`src/rtl/haar_dwt.sv`:
```
// haar_dwt: single-level Haar DWT over a streamed window of SIGNAL_LENGTH samples.
// Samples shift in while idle; a start pulse freezes the window and emits
// SIGNAL_LENGTH/2 approximation/detail pairs, one per clock, with done on the last.
// Optional build macro: HAAR_DWT_ROUND_EN selects round-half-up coefficients
// instead of the default truncating ones.
module haar_dwt #(
    parameter int unsigned DATA_WIDTH    = 8,
    parameter int unsigned SIGNAL_LENGTH = 8
) (
    input  logic                  clk,
    input  logic                  rst,
    input  logic [DATA_WIDTH-1:0] din,
    input  logic                  start,
    output logic [DATA_WIDTH-1:0] dout_a,
    output logic [DATA_WIDTH-1:0] dout_d,
    output logic                  done
);

    localparam int unsigned NPAIRS = SIGNAL_LENGTH / 2;
    localparam int unsigned KW     = (NPAIRS > 1) ? $clog2(NPAIRS) : 1;
    localparam int unsigned EW     = DATA_WIDTH + 1;

    localparam logic [0:0] IDLE = 1'b0;
    localparam logic [0:0] BUSY = 1'b1;

    logic [0:0]            state_q, state_d;
    logic [KW-1:0]         k_q, k_d;
    logic [DATA_WIDTH-1:0] samp_q [SIGNAL_LENGTH];
    logic [DATA_WIDTH-1:0] samp_d [SIGNAL_LENGTH];
    logic [DATA_WIDTH-1:0] dout_a_q, dout_a_d;
    logic [DATA_WIDTH-1:0] dout_d_q, dout_d_d;
    logic                  done_q, done_d;

    logic [KW:0]           idx_a_c, idx_b_c;
    logic [DATA_WIDTH-1:0] a_c, b_c;
    logic [EW-1:0]         sum_c;
    logic signed [EW-1:0]  diff_c;

    // Select pair k from the frozen window and form the extended sum/difference.
    always_comb begin
        idx_a_c = {k_q, 1'b0};
        idx_b_c = {k_q, 1'b1};
        a_c     = samp_q[idx_a_c];
        b_c     = samp_q[idx_b_c];
`ifdef HAAR_DWT_ROUND_EN
        sum_c   = EW'({1'b0, a_c}) + EW'({1'b0, b_c}) + EW'(1);
        diff_c  = $signed(EW'({1'b0, a_c})) - $signed(EW'({1'b0, b_c})) + $signed(EW'(1));
`else
        sum_c   = EW'({1'b0, a_c}) + EW'({1'b0, b_c});
        diff_c  = $signed(EW'({1'b0, a_c})) - $signed(EW'({1'b0, b_c}));
`endif
    end

    // Next-state: shift samples while idle, emit one pair per clock while busy.
    always_comb begin
        state_d  = state_q;
        k_d      = k_q;
        samp_d   = samp_q;
        dout_a_d = dout_a_q;
        dout_d_d = dout_d_q;
        done_d   = 1'b0;
        case (state_q)
            IDLE: begin
                if (start) begin
                    state_d = BUSY;
                    k_d     = '0;
                end else begin
                    for (int unsigned i = 0; i < SIGNAL_LENGTH - 1; i++) begin
                        samp_d[i] = samp_q[i+1];
                    end
                    samp_d[SIGNAL_LENGTH-1] = din;
                end
            end
            BUSY: begin
                dout_a_d = DATA_WIDTH'(sum_c >> 1);
                dout_d_d = DATA_WIDTH'(diff_c >>> 1);
                if (k_q == KW'(NPAIRS - 1)) begin
                    done_d  = 1'b1;
                    state_d = IDLE;
                    k_d     = '0;
                end else begin
                    k_d = k_q + KW'(1);
                end
            end
            default: begin
                state_d = IDLE;
                k_d     = '0;
            end
        endcase
    end

    // State and output registers with synchronous active-low reset.
    always_ff @(posedge clk) begin
        if (!rst) begin
            state_q  <= IDLE;
            k_q      <= '0;
            dout_a_q <= '0;
            dout_d_q <= '0;
            done_q   <= 1'b0;
            for (int unsigned i = 0; i < SIGNAL_LENGTH; i++) begin
                samp_q[i] <= '0;
            end
        end else begin
            state_q  <= state_d;
            k_q      <= k_d;
            dout_a_q <= dout_a_d;
            dout_d_q <= dout_d_d;
            done_q   <= done_d;
            for (int unsigned i = 0; i < SIGNAL_LENGTH; i++) begin
                samp_q[i] <= samp_d[i];
            end
        end
    end

    assign dout_a = dout_a_q;
    assign dout_d = dout_d_q;
    assign done   = done_q;

endmodule

```
`config.mk`:
```
export PLATFORM = sky130hd
export DESIGN_NAME = haar_dwt
export DESIGN_NICKNAME = d
export VERILOG_FILES = /design/src/rtl/haar_dwt.sv
export SDC_FILE = /design/constraint.sdc
export NUM_CORES = 1
export LEC_CHECK = 0
export CAP_MARGIN = 10
export CORE_UTILIZATION = 30
export DETAILED_ROUTE_END_ITERATION = 6
export PLACE_DENSITY = 0.56
export SYNTH_ARGS = -nofsm -noshare
export SYNTH_HDL_FRONTEND = slang
export SYNTH_SLANG_ARGS = --single-unit
```
`constraint.sdc`:
```
create_clock -name clk -period 4.2 [get_ports clk]
set_clock_uncertainty 0.15 [all_clocks]
set_input_delay 0.84 -clock clk [delete_from_list [all_inputs] [get_ports clk]]
set_output_delay 0.84 -clock clk [all_outputs]
set_load 0.05 [all_outputs]
```
* Word level (Yosys, flattened, before mapping) *
Cells that the tools add are included.

operators by class
  $add $sub $neg = 3
  multipliers = 0
  divide/modulo/power cells = 0
  $lt $le $gt $ge = 2
  eq/ne operators = 2
  shifts and indexed selects = 0
  mux-type cells = 13
  bitwise operators = 4
  reduce and logical (&&, ||, !) cells = 2

operators by type and width
  operator             number
  $bmux 8 s3           2
  $mux 8               4
  $add 8x8->9          1
  $sub 8x8->9          1
  $ge 4x4->1 const B   2
  $not 3->4            2
  $mux 2               2
  $pmux 2 s2           1
  $reduce_and 2->1     2
  $mux 1               3
  $add 2x1->2 const B  1
  $eq 2x2->1 const B   1
  $ne 2x2->1 const B   1
  $not 1->1            2
  $pmux 1 s2           1

word-level totals
  flip-flop bits (word level) = 84
  bits in latches = 0
  bits in writable memories = 0
  bits in read-only memories = 0
  memories kept = 0

* Depth between registers and ports, before layout *
Gate-level depths: netlist of run 1.

  depth after elaboration = 5
  mapped depth = 12
  gate-level depth less buffers = 9

* Worst setup path after synthesis of run 1 *
No wires, ideal clock.

  path type = reg2reg
  start = register k_q[0]
  end = register dout_a_q[5], in the netlist dout_a[5]
  library setup time = 0.091 ns
  data arrival time = 2.808 ns
  required time = 3.959 ns
  path slack = 1.151 ns
  stages on the path, launching flop included = 12
  period minus slack after synthesis = 3.049 ns
  cell sequence = dfxtp_1 > buf_6 > buf_2 > mux4_2 > ha_1 > clkbuf_1 > nand2b_1 > a21oi_1 > o21ai_0 > a21oi_1 > or3_1 > a311oi_1

between the ends
  longest elaborated chain between the ends = 5
  elaborated cells between the ends (all ways) = 9
  those cells by class = add/sub (1); mux (6); bitwise (2)

ends and longest elaborated chain
  element                                        RTL line  text
  from (decl)                                    27        logic [KW-1:0] k_q, k_d;
  from (signal assigned)                         105       k_q <= k_d;
  $not 3->4, on equally long branches            43, 44
  $bmux 8 s3, on equally long branches           43, 44
  $mux 8, on equally long branches (2 in a row)  43, 44
  $add 8x8->9 *                                  49        sum_c = EW'({1'b0, a_c}) + EW'({1'b0, b_c});
  to (signal assigned)                           106       dout_a_q <= dout_a_d;
  to (decl)                                      30        logic [DATA_WIDTH-1:0] dout_a_q, dout_a_d;

Mark *: on every way between the ends. The rest lies on a longest branch, timed or not. The select of a mux whose other input is x is not followed.
A chain may end at the register's enable or synchronous reset.

* Worst setup path after layout of run 1 *
  start = register k_q[0]
  end = register dout_d_q[7], in the netlist dout_d[7]

between the ends
  longest elaborated chain between the ends = 5
  elaborated cells between the ends (all ways) = 9
  those cells by class = add/sub (1); mux (6); bitwise (2)

ends and longest elaborated chain
  element                                        RTL line  text
  $not 3->4, on equally long branches            43, 44
  $bmux 8 s3, on equally long branches           43, 44
  $mux 8, on equally long branches (2 in a row)  43, 44
  $sub 8x8->9 *                                  50        diff_c = $signed(EW'({1'b0, a_c})) - $signed(EW'({1'b0, b_c}));
  to (signal assigned)                           107       dout_d_q <= dout_d_d;
  to (decl)                                      31        logic [DATA_WIDTH-1:0] dout_d_q, dout_d_d;

Marked as above.

==> summary.md, run 1 <==
| Metric | Value |
|---|---|
| Status | finished, final reports clean |
| Number of diodes | 0 |
| Gp weighted congestion | 0.7854 |
| EDFF count, synth | 0 |
| Total number of vias | 3,147 |
| Sequential Area | 0.001682 sq mm |
| CTS resizes | 0 |
| Layout cells sized above 1 | 8.678% |
| Number of global-route vias before repair | 2,843 |
| Number of synthesized register bits | 84 |
| Crit path largest cell delay | 0.58 ns |
| Final min period | 3.238 ns |
| Final hold vios | 0 |
| Async SR Flop Fraction | 0% |
| Max Root-Sink Buffers | 2 |
| Core ar. | 0.01277 sq mm |
| DR iter-0 viols | 329 |
| P_leak | 0.001634 uW |
| Setup tns final | 0 ns |
| Remaining DRCs | 0 |
| XOR/XNOR Fraction of Synth Area | 1.324% |
| CTS H-Tree Depth | 3 |
| Syn avg cell area | 8.447 sq um |
| Chip Width | 117.0 um |
| Final Max Slew Viols | 0 |
| P per Cell Area | 372.2 mW/mm^2 |
| Largest net degree at the start of global routing | 65 |
| CP Capture Type | register |
| RSZ-0062 raised after global routing | false |
| WL per Instance | 12.79 um |
| Slew of the pin with the lowest slew margin | 0.6987 ns |
| Dominant synthesized flop cell | dfxtp_1 |
| Post-route ant nets | 0 |
| Relative slew slack | 53.35% |
| Full die area | 0.01370 sq mm |
| Post-synthesis simple-gate area fraction | 18.82% |
| Start point of the worst min-delay path | samp_q[59] |
| Cell area after layout | 0.004658 sq mm |
| Netlist area before placement | 0.003970 sq mm |
| Adder-cell share of the synthesized area | 5.736% |
| Final cycle utilization of the critical path | 77.09% |
| Total global routing overflow | 0 |
| Initial Util | 31.08% |
| Post-Syn Instances | 470 |
| Worst Setup Path Type | register to register |
| CP required | 4.28 ns |
| Root Buffer | clkbuf_16 |
| Drt via density | 4.797 |
| Commonest cells after routing, fill and taps aside | nand2_1 (136), dfxtp_1 (84), a21oi_1 (76) |
| Worst Setup SP | k_q[0] |
| Area of the multi-input gates | 0.002068 sq mm |
| Max_cap viols | 0 |
| Crit-path max FO | 7 |
| CP bufs+invs | 0 |
| Setup crit start kind | register |
| Clock insertion delay at the later pin of the skew report | 0.34 ns |
| Fill cells | 1,275 |
| Worst min-delay path category | register to register |
| Nets | 507 |
| Reg-to-Reg Start | k_q[0] |
| Fraction of synthesized area in multiplexers | 11.28% |
| Crit path arrival time | 3.32 ns |
| Initial antenna violation count | 0 |
| Total global-route track usage | 13.35% |
| CTS clk-pin slew, worst paths | 0.06 ns |
| CTS buffer count | 9 |
| CP delay by family, top | compound AO/OA/AOI/OAI gates |
| Largest family of logic cells by synthesized area | simple AND/OR/NAND/NOR gates |
| First-pass GRT wire length | 13,970 um |
| Critical-path cell list | mux4_2 -> nor2b_1 -> fa_1 -> nor2b_1 -> o21ai_0 -> a21oi_1 -> o21ai_0 -> a21oi_1 -> o41ai_1 |
| # rows | 41 |
| IO Count | 28 |
| Final setup viols | 0 |
| Utilization after layout | 36.47% |
| Clock sink total | 84 |
| Placed Area | 0.004359 sq mm |
| # Post-CTS Setup Buffers | 0 |
| Drt first pass iters | 6 |
| Most common cell after layout, fill and taps aside | nand2_1 |
| IO Port Bufs | 27 |
| Fmax | 308.9 MHz |
| Layout overhead on the synthesized area | 17.33% |
| CTS tree | done |
| Post-synthesis compound-gate area fraction | 14.75% |
| Post-DP HPWL | 5502 um |
| CTS Hold Bufs | 0 |
| Total Wirelength | 8393 um |
| Die Ht | 117.0 um |
| Worst vdd ir | 0.2211 mV |
| Yosys warns | 0 |
| CP max stage cell | mux4_2 |
| Seq/Total Area, Yosys | 42.36% |
| Net count after synthesis | 498 |
| Distinct cells, synth | 44 |
[routing by layer]
layer | global-route usage [%] | wire length [um]
met1 | 18.62 | 4284
met2 | 19.25 | 3505
met3 | 3.399 | 438
met4 | 6.245 | 165
met5 | 0 | 0
[synthesized netlist by cell type, types with 5 or more instances]
master / instances / area [sq um]
nand2_1: 136 / 510.5
dfxtp_1: 84 / 1682
a21oi_1: 76 / 380.4
clkbuf_1: 26 / 97.59
inv_1: 21 / 78.83
nor2_1: 20 / 75.07
ha_1: 15 / 187.7
mux4_2: 14 / 315.3
mux2i_1: 8 / 80.08
o21ai_0: 8 / 40.04
buf_1: 5 / 18.77
[stage by stage]
stage,hold WS [ns],setup slack (ns),total power (uW),std cells
finish,0.3100,0.9623,1734,656
global route,0.3297,0.7282,1806,656
CTS,0.3129,0.9821,1756,656
detailed placement,0.3005,1.016,955.4,640
global placement,0.2905,1.165,952.9,640
floorplan,0.2834,1.151,920.5,470
[path summary, 6_finish.rpt]
path	end	depth (start not counted)	slack (ns)
worst max register to register	dout_d[7]	9	0.96
worst min-delay path	samp_q[59]	2	0.31
worst min register to register	samp_q[59]	2	0.31
worst max-delay path	dout_d[7]	9	0.96
[tightest hold or removal path, cell delays in order, from the launching register on]
cell and delay (ns):
dfxtp_1 0.31, nand2_1 0.05, a21oi_1 0.05
[logic make-up after synthesis]
family	after synthesis
buf+inv	56
mux	24
fa+ha+maj	17
simple gates	181
flops	84
compound gates	102
xor+xnor	6
[power by group]
part	internal (uW)	leakage, uW	switching [uW]
Sequential	809	0.000679	11.5
Combinational	38.7	0.000808	77.5
Clock	465	0.000147	332
Total	1310	0.00163	421
[layout make-up]
cell class,instances,share of cell area [%]
well taps,172,4.620
clock inverters,7,1.585
clock buffers,9,4.835
flip-flops and latches,84,36.10
multi-input cells,330,44.40
repair buffers,33,6.769
inverters,21,1.692
[registers in the layout, summed over array words and instances, names as in the netlist]
register,flops
samp_q,64
dout_a,8
dout_d,8
k_q,2
done,1
state_q,1
Note: power is estimated with default switching activity, not from simulation.
==> inputs of run 2 (changes only) <==
PLACE_DENSITY = 0.58   (was 0.56)
clock period = 2.8 ns   (was 4.2 ns; I/O delays follow)
==> summary.md, run 2 (synthesized netlist as in run 1, its figures left out) <==
| Metric | Value |
|---|---|
| Relative slew slack | 58.13% |
| IO Port Bufs | 27 |
| Fill cells | 1,273 |
| Switching power | 636.8 uW |
| IO Count | 28 |
| FF-to-FF path depth | 10 |
| Clock insertion delay at the later pin of the skew report | 0.34 ns |
| GR Util met2 | 20.39% |
| CTS clk-pin slew, worst paths | 0.06 ns |
| Sequential share of power | 46.9% |
| Final setup viols | 0 |
| GR Util met3 | 3.965% |
| Chip Width | 117.0 um |
| Switch share | 24.31% |
| First-pass GRT wire length | 14,520 um |
| DR iter-0 viols | 201 |
| Crit-path max FO | 7 |
| Post-route ant nets | 0 |
| Utilization after layout | 38.14% |
| Clock sink total | 84 |
| # rows | 41 |
| CTS Hold Bufs | 0 |
| Full die area | 0.01370 sq mm |
| Gp weighted congestion | 0.8046 |
| Internal Power | 1983 uW |
| Total global-route track usage | 13.76% |
| Commonest cells after routing, fill and taps aside | nand2_1 (136), dfxtp_1 (83), a21oi_1 (72) |
| Root Buffer | clkbuf_16 |
| Max Root-Sink Buffers | 2 |
| Setup crit start kind | register |
| Hold path depth | 2 |
| CP max stage cell | mux4_2 |
| Comb pwr share | 7.4% |
| Core ar. | 0.01277 sq mm |
| Fmax | 372.5 MHz |
| Nets | 527 |
| Fin Hold WS | 0.3035 ns |
| Most Used Layer, Global Route | met2 |
| Max FFs per register | 64 |
| Number of diodes | 0 |
| Post-DP HPWL | 5857 um |
| CP Capture Type | register |
| Layout overhead on the synthesized area | 22.72% |
| P_leak | 0.001741 uW |
| CP dominant cell by count | a21oi_2 |
| Remaining DRCs | 0 |
| Worst min-delay path category | register to register |
| Final cycle utilization of the critical path | 95.88% |
| Initial Util | 31.08% |
| CTS buffer count | 9 |
| Clock power frac | 45.7% |
| Worst Setup Path Type | register to register |
| Layout cells sized above 1 | 15.08% |
| Cell area after layout | 0.004872 sq mm |
| Drt first pass iters | 6 |
| WL per Instance | 12.54 um |
| Crit path arrival time | 2.79 ns |
| CTS H-Tree Depth | 3 |
| CTS tree | done |
| Total global routing overflow | 0 |
| CP required | 2.91 ns |
| Placed Area | 0.004514 sq mm |
| Die Ht | 117.0 um |
| Most common cell after layout, fill and taps aside | nand2_1 |
| Drt via density | 4.751 |
| Initial antenna violation count | 0 |
| Max_cap viols | 0 |
| Largest reg by FF count | samp_q |
| Crit path largest cell delay | 0.51 ns |
| Total Wirelength | 8480 um |
| RSZ-0062 raised after global routing | true |
| Critical-path cell list | buf_12 -> mux4_2 -> and2_4 -> fa_2 -> nand2b_1 -> a21oi_2 -> o21ai_1 -> a21oi_2 -> or3_1 -> a311oi_2 |
| Total number of vias | 3,212 |
| Final hold vios | 0 |
| Status | finished, final reports clean |
| Largest net degree at the start of global routing | 65 |
| Met1 Use GR | 19.04% |
| Final min period | 2.685 ns |
| Number of global-route vias before repair | 2,976 |
| Final Max Slew Viols | 0 |
| P per Cell Area | 537.7 mW/mm^2 |
| Slew of the pin with the lowest slew margin | 0.6281 ns |
| Worst vdd ir | 0.2802 mV |
[run 2: cell count changes in the layout (fill, tap and decap cells not counted), sizes merged]
cell      delta
clkinv       +2
inv          -1
clkinvlp     -1
buf         +20
[run 2: worst max-delay path, delay by kind of cell, from the launching register on]
kind            cells  cell delay [ns]
flops               1             0.35
mux                 1             0.51
buf+inv             1             0.13
simple gates        3             0.58
compound gates      4             0.55
fa+ha+maj           1             0.34
[run 2: cell type report]
cell class,count,area (sq um),area share (%)
Multi-Input combinational cell,330,2105,43.19
Sequential cell,84,1683,34.54
Timing Repair Buffer,53,490.5,10.07
Clock buffer,9,225.2,4.622
Tap cell,172,215.2,4.417
Inverter,21,78.83,1.618
Clock inverter,7,75.07,1.541
[run 2: power by group through the flow]
stage / clock network, uW / registers (uW) / logic, uW
2_1_floorplan: 0 / 1270 / 116
3_3_place_gp: 0 / 1250 / 190
3_5_place_dp: 0 / 1260 / 193
4_1_cts: 1230 / 1230 / 194
5_1_grt: 1280 / 1230 / 215
6_report: 1200 / 1230 / 195
[run 2: worst paths after layout]
path / startpoint / endpoint / slack (ns)
setup reg to reg: k_q[0] / dout_a[5] / 0.12
setup / recovery: k_q[0] / dout_a[5] / 0.12
hold reg to reg: samp_q[62] / samp_q[62] / 0.30
hold / removal: samp_q[62] / samp_q[62] / 0.30
[run 2: per-stage QoR]
stage / setup WS [ns] / total power (uW) / TNS (ns) / instances
finish: 0.1155 / 2620 / 0 / 676
global placement: 0.01693 / 1444 / 0 / 657
global route: -0.03501 / 2729 / -0.05759 / 676
floorplan: 0.003691 / 1383 / 0 / 470
detailed placement: -0.02686 / 1448 / -0.03254 / 657
CTS: 0.0008713 / 2652 / 0 / 673
[run 2: per-layer routing]
layer	wire length, um	share of wire [%]	vias to the layer above
met1	4321	51	1508
li1	-	-	1642
met4	123	1.5	0
met2	3741	44	52
met3	292	3.4	10
met5	0	0	-
[run 2: repair_timing]
item                                    CTS  global route
buffers inserted                          0             3
pin swaps                                 0             2
endpoints found under the setup margin    3             7
resized for setup                         2            13
==> inputs of run 3 (changes only) <==
PLACE_DENSITY = 0.59   (was 0.58)
==> summary.md, run 3 (synthesized netlist as in run 1, its figures left out) <==
| Metric | Value |
|---|---|
| Status | finished, final reports clean |
| CP delay by family, top | compound AO/OA/AOI/OAI gates |
| Number of diodes | 0 |
| Max FFs per register | 64 |
| CTS clk-pin slew, worst paths | 0.06 ns |
| Layout cells sized above 1 | 12.85% |
| Crit path arrival time | 2.82 ns |
| CP required | 2.90 ns |
| Final hold vios | 0 |
| Crit path largest cell delay | 0.51 ns |
| Switch share | 23.66% |
| Commonest cells after routing, fill and taps aside | nand2_1 (136), dfxtp_1 (83), a21oi_1 (75) |
| Final cycle utilization of the critical path | 97.36% |
| Post-DP HPWL | 5695 um |
| Comb pwr share | 7.3% |
| Initial Util | 31.08% |
| # rows | 41 |
| CTS tree | done |
| Area of the multi-input gates | 0.002086 sq mm |
| Clock sink total | 84 |
| Critical-path cell list | buf_4 -> mux4_2 -> and2_4 -> fa_2 -> nand2b_1 -> a21oi_1 -> o21ai_1 -> a21oi_2 -> or3_1 -> a311oi_2 |
| Slew of the pin with the lowest slew margin | 0.4996 ns |
| IO Count | 28 |
| Largest net degree at the start of global routing | 65 |
| Nets | 521 |
| Most common cell after layout, fill and taps aside | nand2_1 |
| Final min period | 2.726 ns |
| Tot Pwr | 2630 uW |
| First-pass GRT wire length | 14,240 um |
| DR iter-0 viols | 289 |
| Max Root-Sink Buffers | 2 |
| P per Cell Area | 543.6 mW/mm^2 |
| Final Max Slew Viols | 0 |
| CP Capture Type | register |
| Worst vdd ir | 0.3492 mV |
| Total Wirelength | 8322 um |
| Chip Width | 117.0 um |
| Inst Count DP | 654 |
| Max_cap viols | 0 |
| Total number of vias | 3,168 |
| Switching power | 622.2 uW |
| Remaining DRCs | 0 |
| Cell area after layout | 0.004838 sq mm |
| Full die area | 0.01370 sq mm |
| Utilization after layout | 37.88% |
| Core ar. | 0.01277 sq mm |
| CTS H-Tree Depth | 3 |
| Fill cells | 1,281 |
| Largest reg by FF count | samp_q |
| Sequential Area | 0.001685 sq mm |
| P_leak | 0.001714 uW |
| Clock power frac | 45.9% |
| CTS Hold Bufs | 0 |
| Total global routing overflow | 0 |
| Post-route ant nets | 0 |
| Setup crit start kind | register |
| Relative slew slack | 66.59% |
| RSZ-0062 raised after global routing | true |
| Die Ht | 117.0 um |
| Final setup viols | 0 |
| Fmax | 366.8 MHz |
| Initial antenna violation count | 0 |
| Total global-route track usage | 13.35% |
| Internal Power | 2008 uW |
| Drt via density | 4.728 |
| Placed Area | 0.004504 sq mm |
| WL per Instance | 12.42 um |
| Gp weighted congestion | 0.8305 |
| Root Buffer | clkbuf_16 |
| Finished Layout Cells | 670 |
| Worst Setup Path Type | register to register |
| IO Port Bufs | 27 |
| Clock insertion delay at the later pin of the skew report | 0.33 ns |
| Setup tns final | 0 ns |
| Drt first pass iters | 4 |
| Layout overhead on the synthesized area | 21.87% |
| Number of global-route vias before repair | 2,946 |
| Sequential share of power | 46.8% |
| Crit-path max FO | 4 |
| CP bufs+invs | 1 |
| Worst min-delay path category | register to register |
| CP max stage cell | mux4_2 |
| CTS buffer count | 9 |
## run 3: worst register-to-register path, stage by stage, from the launching register on
cell and delay, ns:
dfxtp_4 0.37, buf_4 0.12, mux4_2 0.51, and2_4 0.18, fa_2 0.34, nand2b_1 0.08
a21oi_1 0.09, o21ai_1 0.17, a21oi_2 0.08, or3_1 0.32, a311oi_2 0.24
## run 3: path summary, 6_finish.rpt
kind,start,to,slack (ns),cells after the start
worst max-delay path,k_q[0],dout_a[5],0.07,10
worst min-delay path,samp_q[62],samp_q[62],0.30,2
worst max register to register,k_q[0],dout_a[5],0.07,10
worst min register to register,samp_q[62],samp_q[62],0.30,2
## run 3: per-layer routing
| metal | up-vias | global-route usage [%] | wire length [um] |
|---|---|---|---|
| li1 | 1646 | - | - |
| met1 | 1458 | 19.12 | 4388 |
| met2 | 57 | 19.61 | 3561 |
| met3 | 7 | 3.193 | 288 |
| met4 | 0 | 4.557 | 84 |
| met5 | - | 0 | 0 |
## run 3: through the flow
| stage | worst slack, ns | hold slack (ns) |
|---|---|---|
| 2_1_floorplan | 0.003691 | 0.2834 |
| 4_1_cts | 0.04082 | 0.3083 |
| 5_1_grt | -0.06644 | 0.3291 |
| 6_report | 0.07390 | 0.3042 |
| 3_5_place_dp | -0.03339 | 0.2990 |
| 3_3_place_gp | 0.05131 | 0.2902 |
## run 3: cell type report
| cell class | instances | share of cell area, % |
|---|---|---|
| Inverter | 21 | 1.629 |
| Clock inverter | 6 | 1.500 |
| Tap cell | 172 | 4.448 |
| Clock buffer | 10 | 4.939 |
| Sequential cell | 84 | 34.83 |
| Timing Repair Buffer | 47 | 9.542 |
| Multi-Input combinational cell | 330 | 43.11 |
## run 3: repair_timing
| action | in CTS | in global routing |
|---|---|---|
| resized for setup | 3 | 8 |
| pin swaps | 0 | 3 |
| cloned | 0 | 0 |
| setup buffers | 0 | 0 |
| endpoints found under the setup margin | 3 | 6 |
## run 3: power by group through the flow
stage               logic [uW]  registers, uW  clock network [uW]
CTS                        192           1230                1250
global route               211           1230                1300
global placement           187           1260                   0
finish                     192           1230                1210
floorplan                  116           1270                   0
detailed placement         191           1260                   0
